===== src/rtl/div_result_buffer.sv =====
// ---------------------------------------------------------------------------
// div_result_buffer
//
// Completion buffer that sits right after the pipelined divider. The divider
// cannot stall, so every completion is captured in a small FIFO and offered to
// the CDB arbiter. A credit scheme (in-flight ops + buffered entries <= DEPTH)
// guarantees room for every completion in legal use. On a pipeline flush the
// FIFO is emptied and every op still inside the divider is remembered in
// drop_cnt so its completion is thrown away when it eventually arrives.
//
// Handshakes:
//   cdb_valid/cdb_grant : the head entry is offered while cdb_valid=1 and is
//                         consumed on a cycle where cdb_valid && cdb_grant.
//                         cdb_grant with cdb_valid=0 has no effect.
//   div_issue/issue_ready: a divide may start only in a cycle where
//                         issue_ready=1; issue_ready depends on registers only.
//
// Ports:
//   clk, reset                 clock, synchronous active-high reset
//   div_issue                  divider start pulse
//   flush                      drop buffered and in-flight results
//   div_done, div_result, div_exception, div_tag, div_pc
//                              divider completion
//   issue_ready                a new divide may start this cycle
//   cdb_valid, cdb_data, cdb_tag, cdb_pc, cdb_exception
//                              head entry (all zero when the FIFO is empty)
//   cdb_grant                  arbiter accepts head this cycle
//   occupancy                  number of buffered entries
//   overflow_err               sticky protocol-violation flag
// ---------------------------------------------------------------------------
module div_result_buffer #(
  parameter int DEPTH  = 4,
  parameter int XLEN   = 32,
  parameter int PREG_W = 8
) (
  input  logic                       clk,
  input  logic                       reset,
  input  logic                       div_issue,
  input  logic                       flush,
  input  logic                       div_done,
  input  logic [XLEN-1:0]            div_result,
  input  logic                       div_exception,
  input  logic [PREG_W-1:0]          div_tag,
  input  logic [XLEN-1:0]            div_pc,
  output logic                       issue_ready,
  output logic                       cdb_valid,
  output logic [XLEN-1:0]            cdb_data,
  output logic [PREG_W-1:0]          cdb_tag,
  output logic [XLEN-1:0]            cdb_pc,
  output logic                       cdb_exception,
  input  logic                       cdb_grant,
  output logic [$clog2(DEPTH+1)-1:0] occupancy,
  output logic                       overflow_err
);

  localparam int CW = $clog2(DEPTH + 1);
  localparam int PW = (DEPTH > 1) ? $clog2(DEPTH) : 1;
  localparam int EW = XLEN + PREG_W + XLEN + 1;

  localparam logic [CW-1:0] DEPTH_C    = CW'(DEPTH);
  localparam logic [CW:0]   DEPTH_WIDE = (CW + 1)'(DEPTH);
  localparam logic [PW-1:0] LAST_PTR   = PW'(DEPTH - 1);

  // Entry layout: {result, tag, pc, exception}
  logic [EW-1:0]   mem [DEPTH];
  logic [EW-1:0]   head;

  logic [PW-1:0]   rd_ptr;
  logic [PW-1:0]   wr_ptr;
  logic [CW-1:0]   count;
  logic [CW-1:0]   outstanding;
  logic [CW-1:0]   drop_cnt;
  logic [CW:0]     credits_used;

  logic            full;
  logic            do_pop;
  logic            do_push;
  logic            do_drop;
  logic            push_full;
  logic            inc_out;
  logic            dec_out;
  logic            err_issue;
  logic            err_done;

  assign full         = (count == DEPTH_C);
  assign credits_used = {1'b0, count} + {1'b0, outstanding};
  assign issue_ready  = (credits_used < DEPTH_WIDE);

  always_comb begin
    do_pop    = 1'b0;
    do_drop   = 1'b0;
    do_push   = 1'b0;
    push_full = 1'b0;
    inc_out   = 1'b0;
    dec_out   = 1'b0;
    err_issue = 1'b0;
    err_done  = 1'b0;

    do_pop    = cdb_valid && cdb_grant && !flush;
    do_drop   = div_done && !flush && (drop_cnt != '0);
    // A push into a full FIFO is only legal when the head leaves the same
    // cycle; the slot being freed is the one written (wr_ptr == rd_ptr).
    do_push   = div_done && !flush && (drop_cnt == '0) && (!full || do_pop);
    push_full = div_done && !flush && (drop_cnt == '0) && full && !do_pop;
    inc_out   = div_issue && !flush;
    // Saturate at zero so a spurious completion cannot wrap the counter.
    dec_out   = div_done && (outstanding != '0);
    err_issue = inc_out && !issue_ready;
    err_done  = div_done && (outstanding == '0);
  end

  // Storage has no reset: the output mux hides stale contents when empty.
  always_ff @(posedge clk) begin
    if (do_push && !reset) begin
      mem[wr_ptr] <= {div_result, div_tag, div_pc, div_exception};
    end
  end

  always_ff @(posedge clk) begin
    if (reset) begin
      rd_ptr      <= '0;
      wr_ptr      <= '0;
      count       <= '0;
      outstanding <= '0;
      drop_cnt    <= '0;
    end else if (flush) begin
      rd_ptr      <= '0;
      wr_ptr      <= '0;
      count       <= '0;
      // Everything still in the divider after this cycle will be discarded.
      outstanding <= outstanding - CW'(dec_out);
      drop_cnt    <= outstanding - CW'(dec_out);
    end else begin
      if (do_push) begin
        wr_ptr <= (wr_ptr == LAST_PTR) ? '0 : wr_ptr + PW'(1);
      end
      if (do_pop) begin
        rd_ptr <= (rd_ptr == LAST_PTR) ? '0 : rd_ptr + PW'(1);
      end
      if (do_push && !do_pop) begin
        count <= count + CW'(1);
      end else if (do_pop && !do_push) begin
        count <= count - CW'(1);
      end
      outstanding <= outstanding + CW'(inc_out) - CW'(dec_out);
      if (do_drop) begin
        drop_cnt <= drop_cnt - CW'(1);
      end
    end
  end

  always_ff @(posedge clk) begin
    if (reset) begin
      overflow_err <= 1'b0;
    end else if (err_issue || push_full || err_done) begin
      overflow_err <= 1'b1;
    end
  end

  assign head          = mem[rd_ptr];
  assign cdb_valid     = (count != '0);
  assign occupancy     = count;
  assign cdb_data      = cdb_valid ? head[EW-1 -: XLEN]              : '0;
  assign cdb_tag       = cdb_valid ? head[XLEN+PREG_W : XLEN+1]      : '0;
  assign cdb_pc        = cdb_valid ? head[XLEN : 1]                  : '0;
  assign cdb_exception = cdb_valid ? head[0]                         : 1'b0;

endmodule


===== config.mk =====
export PLATFORM = sky130hd
export DESIGN_NAME = div_result_buffer
export DESIGN_NICKNAME = d
export VERILOG_FILES = /design/src/rtl/div_result_buffer.sv
export SDC_FILE = /design/constraint.sdc
export NUM_CORES = 1
export LEC_CHECK = 0
export BUFFER_PORTS_ARGS = -buffer_cell sky130_fd_sc_hd__buf_2
export CAP_MARGIN = 15
export CELL_PAD_IN_SITES_DETAIL_PLACEMENT = 1
export CELL_PAD_IN_SITES_GLOBAL_PLACEMENT = 1
export CORE_UTILIZATION = 47
export CTS_BUF_LIST = sky130_fd_sc_hd__clkbuf_4
export DETAILED_ROUTE_END_ITERATION = 10
export PLACE_DENSITY_LB_ADDON = 0.1
export SYNTH_ARGS = -nofsm -noshare
export SYNTH_HDL_FRONTEND = slang
export SYNTH_SLANG_ARGS = --single-unit

===== constraint.sdc =====
create_clock -name clk -period 8 [get_ports clk]
set_input_delay 0.4 -clock clk [delete_from_list [all_inputs] [get_ports clk]]
set_output_delay 0.4 -clock clk [all_outputs]
set_load 0.01 [all_outputs]

==> out/metrics.csv, run 1 <==
stage,metric,value,unit
status,outcome,finished clean,
logic_synthesis,Synth Cell Area,0.0121,sq mm
logic_synthesis,Post-Syn Area per Cell,21.1,sq um
sta,Worst-Margin Slew,1130,ps
placed_design,placed cells,1039,
setup_path,crit start category,flop,
detailed_routing,Wirelength per Cell,20.5,um
detailed_routing,post-route ant nets,0,
placed_design,dpl cell area,0.0131,sq mm
sta,fmax,273,MHz
global_routing,GRT Total Usage,20.2,%
setup_path,CP Cell Sequence,"buf_4, mux4_1, and2_1, buf_2",
floorplanning,die area,0.0264,sq mm
clocking,worst skew pair latency,670,ps
logic_synthesis,Unique masters post-synth,40,
detailed_routing,# DRC,0,
detailed_routing,DR pass1 iterations,4,
logic_synthesis,register area share after synthesis,75.0,%
floorplanning,boundary pin count,158,
finish,"commonest non-fill, non-tap cell in the layout",edfxtp_1,
logic_synthesis,Yosys top cell by area,edfxtp_1,
logic_synthesis,Yosys reg bits,308,
logic_synthesis,share of the synthesized area in the top cell type,72.4,%
setup_path,Critical Path Fanout Max,41,
power,pwr/cell area,242,mW/mm^2
sta,Finish-stage setup viols,0,
floorplanning,row cnt,58,
power,post-layout power,3.61,mW
global_routing,largest net degree at the start of global routing,76,
setup_path,Setup Crit Path Kind,flop to output pin,
setup_path,"Req. time, crit path",7600,ps
global_routing,global route overflow,0,
floorplanning,Die Height,163,um
clocking,total CTS buffers,79,
placed_design,port bufs,157,
global_routing,initial antenna violation count,1,
detailed_routing,DR vias,6481,
detailed_routing,post-detailed-routing wire length,25500,um
finish,share of post-route cells with drive strength above 1,40.1,%
clocking,Max clock buf depth,3,
worst_hold_path,min-delay worst type,primary input to flop,
placed_design,post-DP HPWL,14200,um
job,max_cap viols,0,
clocking,htree depth,3,
sta,final hold vios,0,
global_routing,vias in the first global route,7456,
clocking,Clock Sinks,308,
floorplanning,Initial Utilization,48.0,%
sta,crit path time final,3660,ps
finish,cell area after layout,0.0149,sq mm
clocking,CTS resizes,0,
sta,Max Transition Viols Final,0,
logic_synthesis,Syn Inst Count,574,
finish,P&R area growth vs syn,23.2,%
sta,Max Clock Skew,33.4,ps
detailed_routing,routed vias/inst,5.20,
sta,relative slew slack,24.6,%
floorplanning,core area,0.0253,sq mm
sta,RSZ-0062 raised after global routing,no,
logic_synthesis,Area contributors post-synth,"edfxtp_1 (72%), mux4_2 (13%), and2_1 (4.0%), dfxtp_1 (2.6%), ha_1 (1.4%)",
clocking,Root Driver,clkbuf_4,
logic_synthesis,post-synth net total,669,
placed_design,GP Congestion,0.740,
finish,fin nets,959,
sta,Fin Setup TNS,0,ps
floorplanning,die width,163,um
sta,fin crit share,45.7,%
clocking,# Post-CTS Setup Buffers,0,
clocking,CTS tree,built,
setup_path,slowest CP cell,dfxtp_4,
setup_path,Critical Path AT,3260,ps
setup_path,Critical Path Sink Type,output pin,
power,Worst VDD drop,130,uV
finish,final non-filler cell total,1246,
setup_path,critical path's largest stage delay,800,ps
power,Pleak,5.36,nW
logic_synthesis,Ys Warns,0,
detailed_routing,DR iter-0 viols,269,
finish,Fill cells,2282,
global_routing,first-pass GRT wire length,39800,um
finish,"commonest cells after routing, fill and taps aside","edfxtp_1 (292), buf_2 (157), clkbuf_4 (116)",
clocking,"Clk pin slew, worst setup/hold paths",70,ps
kinds of logic after synthesis:
| logic type | Yosys count | share of synthesized area (%) |
|---|---|---|
| DFF | 308 | 75.0 |
| and+or+nand+nor | 111 | 5.68 |
| xor gates and xnor gates | 4 | 0.289 |
| adders and majority gates | 16 | 1.78 |
| muxes | 76 | 13.9 |
| AOI/OAI and AO/OA | 21 | 1.06 |
| buffers and inverters | 38 | 2.26 |
worst paths after layout:
path	end	slack, ps	from	depth (start not counted)
worst max-delay path	cdb_pc[29]	4340	flop	4
worst min-delay path	drop_cnt[2]	120	flush	2
worst max register to register	mem[2][49]	4970	drop_cnt[0]	6
worst min register to register	flop	530	rd_ptr[0]	2
synthesized netlist by cell type (all sizes together):
library cell  instances
a211oi                2
a21boi                1
a21oi                 9
a221oi                1
and2                 77
and3                  3
buf                  15
clkbuf               13
dfxtp                16
edfxtp              292
fa                    2
ha                   14
inv                  10
mux2                  1
mux2i                 2
mux4                 73
nand2                 2
nand2b                3
nand3                 1
nand3b                1
nand4bb               1
nor2                  8
nor2b                 3
nor3                  3
nor4b                 1
nor4bb                2
o21ai                 4
o21bai                1
o31a                  1
o31ai                 1
o32ai                 1
or2                   1
or3                   4
or4                   1
xnor2                 1
xor2                  3
repair_timing:
action / 4_1_cts / 5_1_grt
hold buffers: 74 / 0
endpoints found under the hold margin: 296 / 0
setup endpoints to repair: 0 / 0
critical path: cells and delay by family, from the launching register on:
kind | cells | cell delay, ps
buffers and inverters | 2 | 910
and+or+nand+nor | 1 | 180
muxes | 1 | 650
DFF | 1 | 800
flip-flops by register name, indices dropped and copies added, names as in the netlist, named ones only:
name	count
occupancy	3
drop_cnt	3
outstanding	3
rd_ptr	2
mem	292
wr_ptr	2
overflow_err	1
metrics by stage:
stage | utilization (%) | worst slack (ps) | hold slack [ps]
2_1_floorplan | - | 4850 | 463
3_3_place_gp | 52.0 | 4890 | 474
3_5_place_dp | 52.0 | 4910 | 510
4_1_cts | 59.1 | 4150 | 54.9
5_1_grt | 59.1 | 4000 | 99.4
6_report | 59.1 | 4340 | 123
final cells by class:
cell class,instances,area [sq um],area share [%]
clock inverter,16,173,1.16
antenna,1,2.50,0.0168
timing repair buffer,237,1570,10.5
clock buffer,116,871,5.83
inverter,10,37.5,0.251
tap,330,413,2.77
sequential,308,9100,60.9
multi-input combinational,228,2770,18.5
routing by layer:
layer	GRT usage (%)	up-vias	wire, um
met1	23.9	3342	10500
met4	7.05	0	389
met5	0	-	0
li1	-	2926	-
met2	34.9	177	13200
met3	6.04	36	1480
where the power goes:
part           internal (mW)  switching (mW)  total, mW
logic                  0.178           0.199      0.377
clock network          0.788           0.614       1.40
registers               1.80          0.0252       1.83
Power figures use the tool's default switching activity.
==> inputs of run 2 (changes only) <==
==> constraint.sdc (replaced) <==
create_clock -name clk -period 3.01 [get_ports clk]
set_input_delay 0.1505 -clock clk [delete_from_list [all_inputs] [get_ports clk]]
set_output_delay 0.1505 -clock clk [all_outputs]
set_load 0.01 [all_outputs]
==> run 2 against run 1 <==
Clock power increased to 2.5 times the previous value. Register-to-register slack got worse by 4400 ps. Power increased to 2.6 times the previous value. Flip-flop and latch count unchanged. First-iteration DRC count increased by 23%. Highest routed layer unchanged.
==> out/metrics.csv, run 2 (synthesized netlist as in run 1, its figures left out) <==
stage,metric,value,unit
detailed_routing,post-route ant nets,0,
power,pwr/cell area,625,mW/mm^2
global_routing,largest net degree at the start of global routing,75,
sta,fin crit share,87.5,%
clocking,cts hold-fix bufs,78,
sta,final hold vios,0,
global_routing,global route overflow,0,
placed_design,GP Congestion,0.720,
global_routing,GRT Total Usage,20.9,%
finish,Largest register FFs,292,
clocking,"Clk pin slew, worst setup/hold paths",60,ps
setup_path,Critical Path Sink Type,output pin,
floorplanning,core area,0.0253,sq mm
detailed_routing,post-detailed-routing wire length,26500,um
clocking,htree depth,3,
power,Worst VDD drop,342,uV
status,outcome,finished clean,
placed_design,dpl cell area,0.0133,sq mm
finish,cell area after layout,0.0151,sq mm
clocking,worst skew pair latency,670,ps
setup_path,Setup Crit Path Kind,flop to output pin,
sta,RSZ-0062 raised after global routing,no,
sta,relative slew slack,47.7,%
global_routing,vias in the first global route,7576,
sta,Hold WS,220,ps
floorplanning,Initial Utilization,48.0,%
sta,crit path time final,2640,ps
sta,Finish-stage setup viols,0,
sta,Worst-Margin Slew,784,ps
clocking,CTS tree,built,
detailed_routing,routed vias/inst,5.23,
finish,final non-filler cell total,1270,
global_routing,initial antenna violation count,2,
placed_design,port bufs,157,
clocking,CTS resizes,0,
finish,"commonest cells after routing, fill and taps aside","edfxtp_1 (292), buf_2 (157), clkbuf_4 (121)",
sta,Max Clock Skew,46.5,ps
global_routing,first-pass GRT wire length,41200,um
finish,Util after Layout,59.9,%
floorplanning,boundary pin count,158,
floorplanning,die width,163,um
setup_path,Critical Path Fanout Max,36,
setup_path,Critical Path AT,2480,ps
finish,share of post-route cells with drive strength above 1,40.4,%
clocking,Max clock buf depth,3,
setup_path,"Req. time, crit path",2860,ps
detailed_routing,DR vias,6643,
clocking,Clock Sinks,308,
detailed_routing,DR pass1 iterations,4,
worst_hold_path,min-delay worst type,primary input to flop,
clocking,# Post-CTS Setup Buffers,0,
sta,Fin Setup TNS,0,ps
clocking,total CTS buffers,80,
detailed_routing,# DRC,0,
detailed_routing,DR iter-0 viols,330,
placed_design,placed cells,1049,
finish,"commonest non-fill, non-tap cell in the layout",edfxtp_1,
power,Pleak,5.45,nW
finish,P&R area growth vs syn,24.9,%
sta,fmax,379,MHz
floorplanning,die area,0.0264,sq mm
detailed_routing,Wirelength per Cell,20.9,um
sta,Max Transition Viols Final,0,
job,max_cap viols,0,
placed_design,post-DP HPWL,15400,um
floorplanning,Die Height,163,um
setup_path,crit start category,flop,
finish,Biggest register,mem,
finish,fin nets,974,
clocking,Root Driver,clkbuf_4,
floorplanning,row cnt,58,
run 2: layer usage:
metal	part of all wire (%)	global-route usage (%)
met5	0	0
met4	2.4	8.45
met3	5.0	5.02
met2	53	37.2
met1	40	24.4
run 2: report_power, final:
group	total [mW]	internal (mW)	switching (mW)
clock network	3.56	1.92	1.64
registers	4.85	4.79	0.0566
logic	1.05	0.495	0.555
total	9.46	7.20	2.25
run 2: layout make-up:
type                    count  area, sq um
fillers                  2265        10100
flip-flops and latches    308         9100
multi-input cells         228         2770
repair buffers            251         1800
clock buffers             121          908
well taps                 330          413
clock inverters            20          111
inverters                  10         37.5
diodes                      2         5.00
run 2: final timing paths:
check        cells after the start  slack [ps]            from             end
max                              4         370            flop      cdb_pc[11]
min                              2         220       div_pc[4]       mem[0][5]
max reg2reg                      9         530  outstanding[1]  outstanding[2]
min reg2reg                      2         460       rd_ptr[0]            flop
run 2: critical path, stage by stage (launching register included):
cell and delay [ps]:
dfxtp_4 540, buf_12 340, mux4_2 570, and2_1 190, buf_2 140
run 2: stage by stage:
step	total power, mW	setup slack [ps]
4_1_cts	9.59	283
3_5_place_dp	5.92	529
6_report	9.46	375
3_3_place_gp	5.87	642
5_1_grt	9.89	230
2_1_floorplan	5.50	650
==> inputs of run 3 (changes only) <==
==> constraint.sdc (replaced) <==
create_clock -name clk -period 3.01 [get_ports clk]
set_input_delay 0.301 -clock clk [delete_from_list [all_inputs] [get_ports clk]]
set_output_delay 0.301 -clock clk [all_outputs]
set_load 0.01 [all_outputs]
==> run 3 against run 2 <==
First-iteration DRC count is 22% higher. Sequential share of layout area hardly changed. Largest cell class unchanged. Combinational power hardly changed. Core utilization hardly changed. Worst hold slack worse by 150 ps. Flip-flop and latch count stayed put. Power hardly changed.
==> out/metrics.csv, run 3 (synthesized netlist as in run 1, its figures left out) <==
stage,metric,value,unit
global_routing,first-pass GRT wire length,40200,um
floorplanning,Initial Utilization,48.0,%
power,pwr/cell area,625,mW/mm^2
clocking,htree depth,3,
placed_design,post-DP HPWL,15100,um
clocking,worst skew pair latency,660,ps
global_routing,GRT Total Usage,20.4,%
global_routing,largest net degree at the start of global routing,75,
sta,Fin Setup TNS,0,ps
floorplanning,row cnt,58,
power,Worst VDD drop,328,uV
sta,Finish-stage setup viols,0,
setup_path,Critical Path Fanout Max,74,
setup_path,Critical Path AT,2400,ps
placed_design,GP Congestion,0.726,
setup_path,Worst R2R Setup Slack,480,ps
power,clock network fraction of total power,37.8,%
setup_path,"Req. time, crit path",2710,ps
floorplanning,die width,163,um
finish,"commonest non-fill, non-tap cell in the layout",edfxtp_1,
detailed_routing,post-route ant nets,0,
detailed_routing,# DRC,0,
setup_path,Setup Crit Path Kind,flop to output pin,
worst_hold_path,min-delay worst type,primary input to flop,
sta,fin crit share,89.8,%
floorplanning,boundary pin count,158,
global_routing,global route overflow,0,
detailed_routing,DR iter-0 viols,401,
sta,Worst-Margin Slew,780,ps
detailed_routing,DR vias,6555,
finish,"commonest cells after routing, fill and taps aside","edfxtp_1 (292), buf_2 (157), clkbuf_4 (114)",
placed_design,dpl cell area,0.0133,sq mm
power,combinational group share of total power,11.0,%
setup_path,slowest CP cell,buf_4,
sta,crit path time final,2700,ps
global_routing,initial antenna violation count,2,
power,sw frac,23.9,%
setup_path,Critical Path Sink Type,output pin,
clocking,Max clock buf depth,3,
setup_path,crit start category,flop,
clocking,total CTS buffers,82,
clocking,CTS tree,built,
setup_path,reg2reg start,outstanding[1],
sta,Max Clock Skew,36.7,ps
setup_path,CP bufs+invs,2,
global_routing,vias in the first global route,7323,
sta,final hold vios,0,
floorplanning,die area,0.0264,sq mm
setup_path,r2r endpoint,outstanding[2],
clocking,CTS resizes,0,
status,outcome,finished clean,
finish,Largest register FFs,292,
setup_path,Critical Path Source,occupancy[1],
sta,relative slew slack,48.0,%
setup_path,critical path depth,4,
setup_path,"delay-heaviest family, CP",buffers and inverters,
power,Psw,2.26,mW
finish,fin nets,978,
finish,Biggest register,mem,
power,Power Internal,7.20,mW
clocking,Root Driver,clkbuf_4,
placed_design,port bufs,157,
setup_path,CP Cell Sequence,"or3_2, buf_4, and2_1, buf_2",
detailed_routing,routed vias/inst,5.16,
sta,fmax,370,MHz
finish,share of post-route cells with drive strength above 1,40.6,%
clocking,"Clk pin slew, worst setup/hold paths",60,ps
finish,cell area after layout,0.0151,sq mm
setup_path,critical path's largest stage delay,610,ps
power,Pleak,5.46,nW
setup_path,cells on worst reg2reg path,9,
finish,P&R area growth vs syn,25.0,%
floorplanning,Die Height,163,um
sta,RSZ-0062 raised after global routing,no,
setup_path,Critical path destination,cdb_pc[6],
detailed_routing,Wirelength per Cell,20.4,um
detailed_routing,DR pass1 iterations,4,
job,max_cap viols,0,
sta,Max Transition Viols Final,0,
clocking,Clock Sinks,308,
power,sequential share of power,51.3,%
floorplanning,core area,0.0253,sq mm
detailed_routing,post-detailed-routing wire length,25900,um
[run 3: tightest hold or removal path: stages]
cell and delay [ps]:
buf_2 100, nand2b_1 90, o21bai_1 120, a21oi_1 60
[run 3: per-layer routing]
metal / vias to the layer above / GRT usage [%] / share of wire, %
li1: 2975 / - / -
met4: 0 / 7.01 / 1.2
met2: 173 / 34.6 / 51
met5: - / 0 / 0
met3: 24 / 5.60 / 5.5
met1: 3383 / 25.2 / 42
[run 3: worst min path at each step]
stage	start	to	slack, ps	cells past startpoint
after global routing	div_issue	overflow_err	60	4
after CTS	div_issue	overflow_err	9	4
after global placement	rd_ptr[0]	flop	460	2
final	div_issue	overflow_err	70	4
after floorplan	div_exception	mem[0][0]	400	0
after detailed placement	rd_ptr[0]	flop	480	2
[run 3: final cells by class]
cell class                      count  area [sq um]
Clock inverter                     25           164
Tap cell                          330           413
Timing Repair Buffer              253          1810
Clock buffer                      114           856
Sequential cell                   308          9100
Inverter                           10          37.5
Fill cell                        2308         10100
Multi-Input combinational cell    228          2770
Antenna cell                        2          5.00
[run 3: power groups by stage]
stage               clock network [mW]  logic (mW)  registers, mW
floorplan                            0       0.578           4.93
global route                      3.89        1.15           4.86
finish                            3.57        1.04           4.85
global placement                     0       0.929           4.94
CTS                               3.72        1.05           4.85
detailed placement                   0       0.965           4.95
[run 3: stage by stage]
step	util (%)	instances	hold slack, ps	power (mW)	worst slack, ps
final	60.0	1270	66.5	9.46	308
after global routing	60.0	1270	58.1	9.90	102
after CTS	59.9	1267	8.59	9.63	32.8
after detailed placement	52.9	1053	482	5.91	489
after global placement	52.9	1053	464	5.86	639
after floorplan	-	574	400	5.50	650
[run 3: what timing repair did]
item | in CTS | in global routing
setup endpoints to repair | 0 | 16
setup buffers | 0 | 1
hold buffers | 75 | 0
hold endpoints to repair | 297 | 0
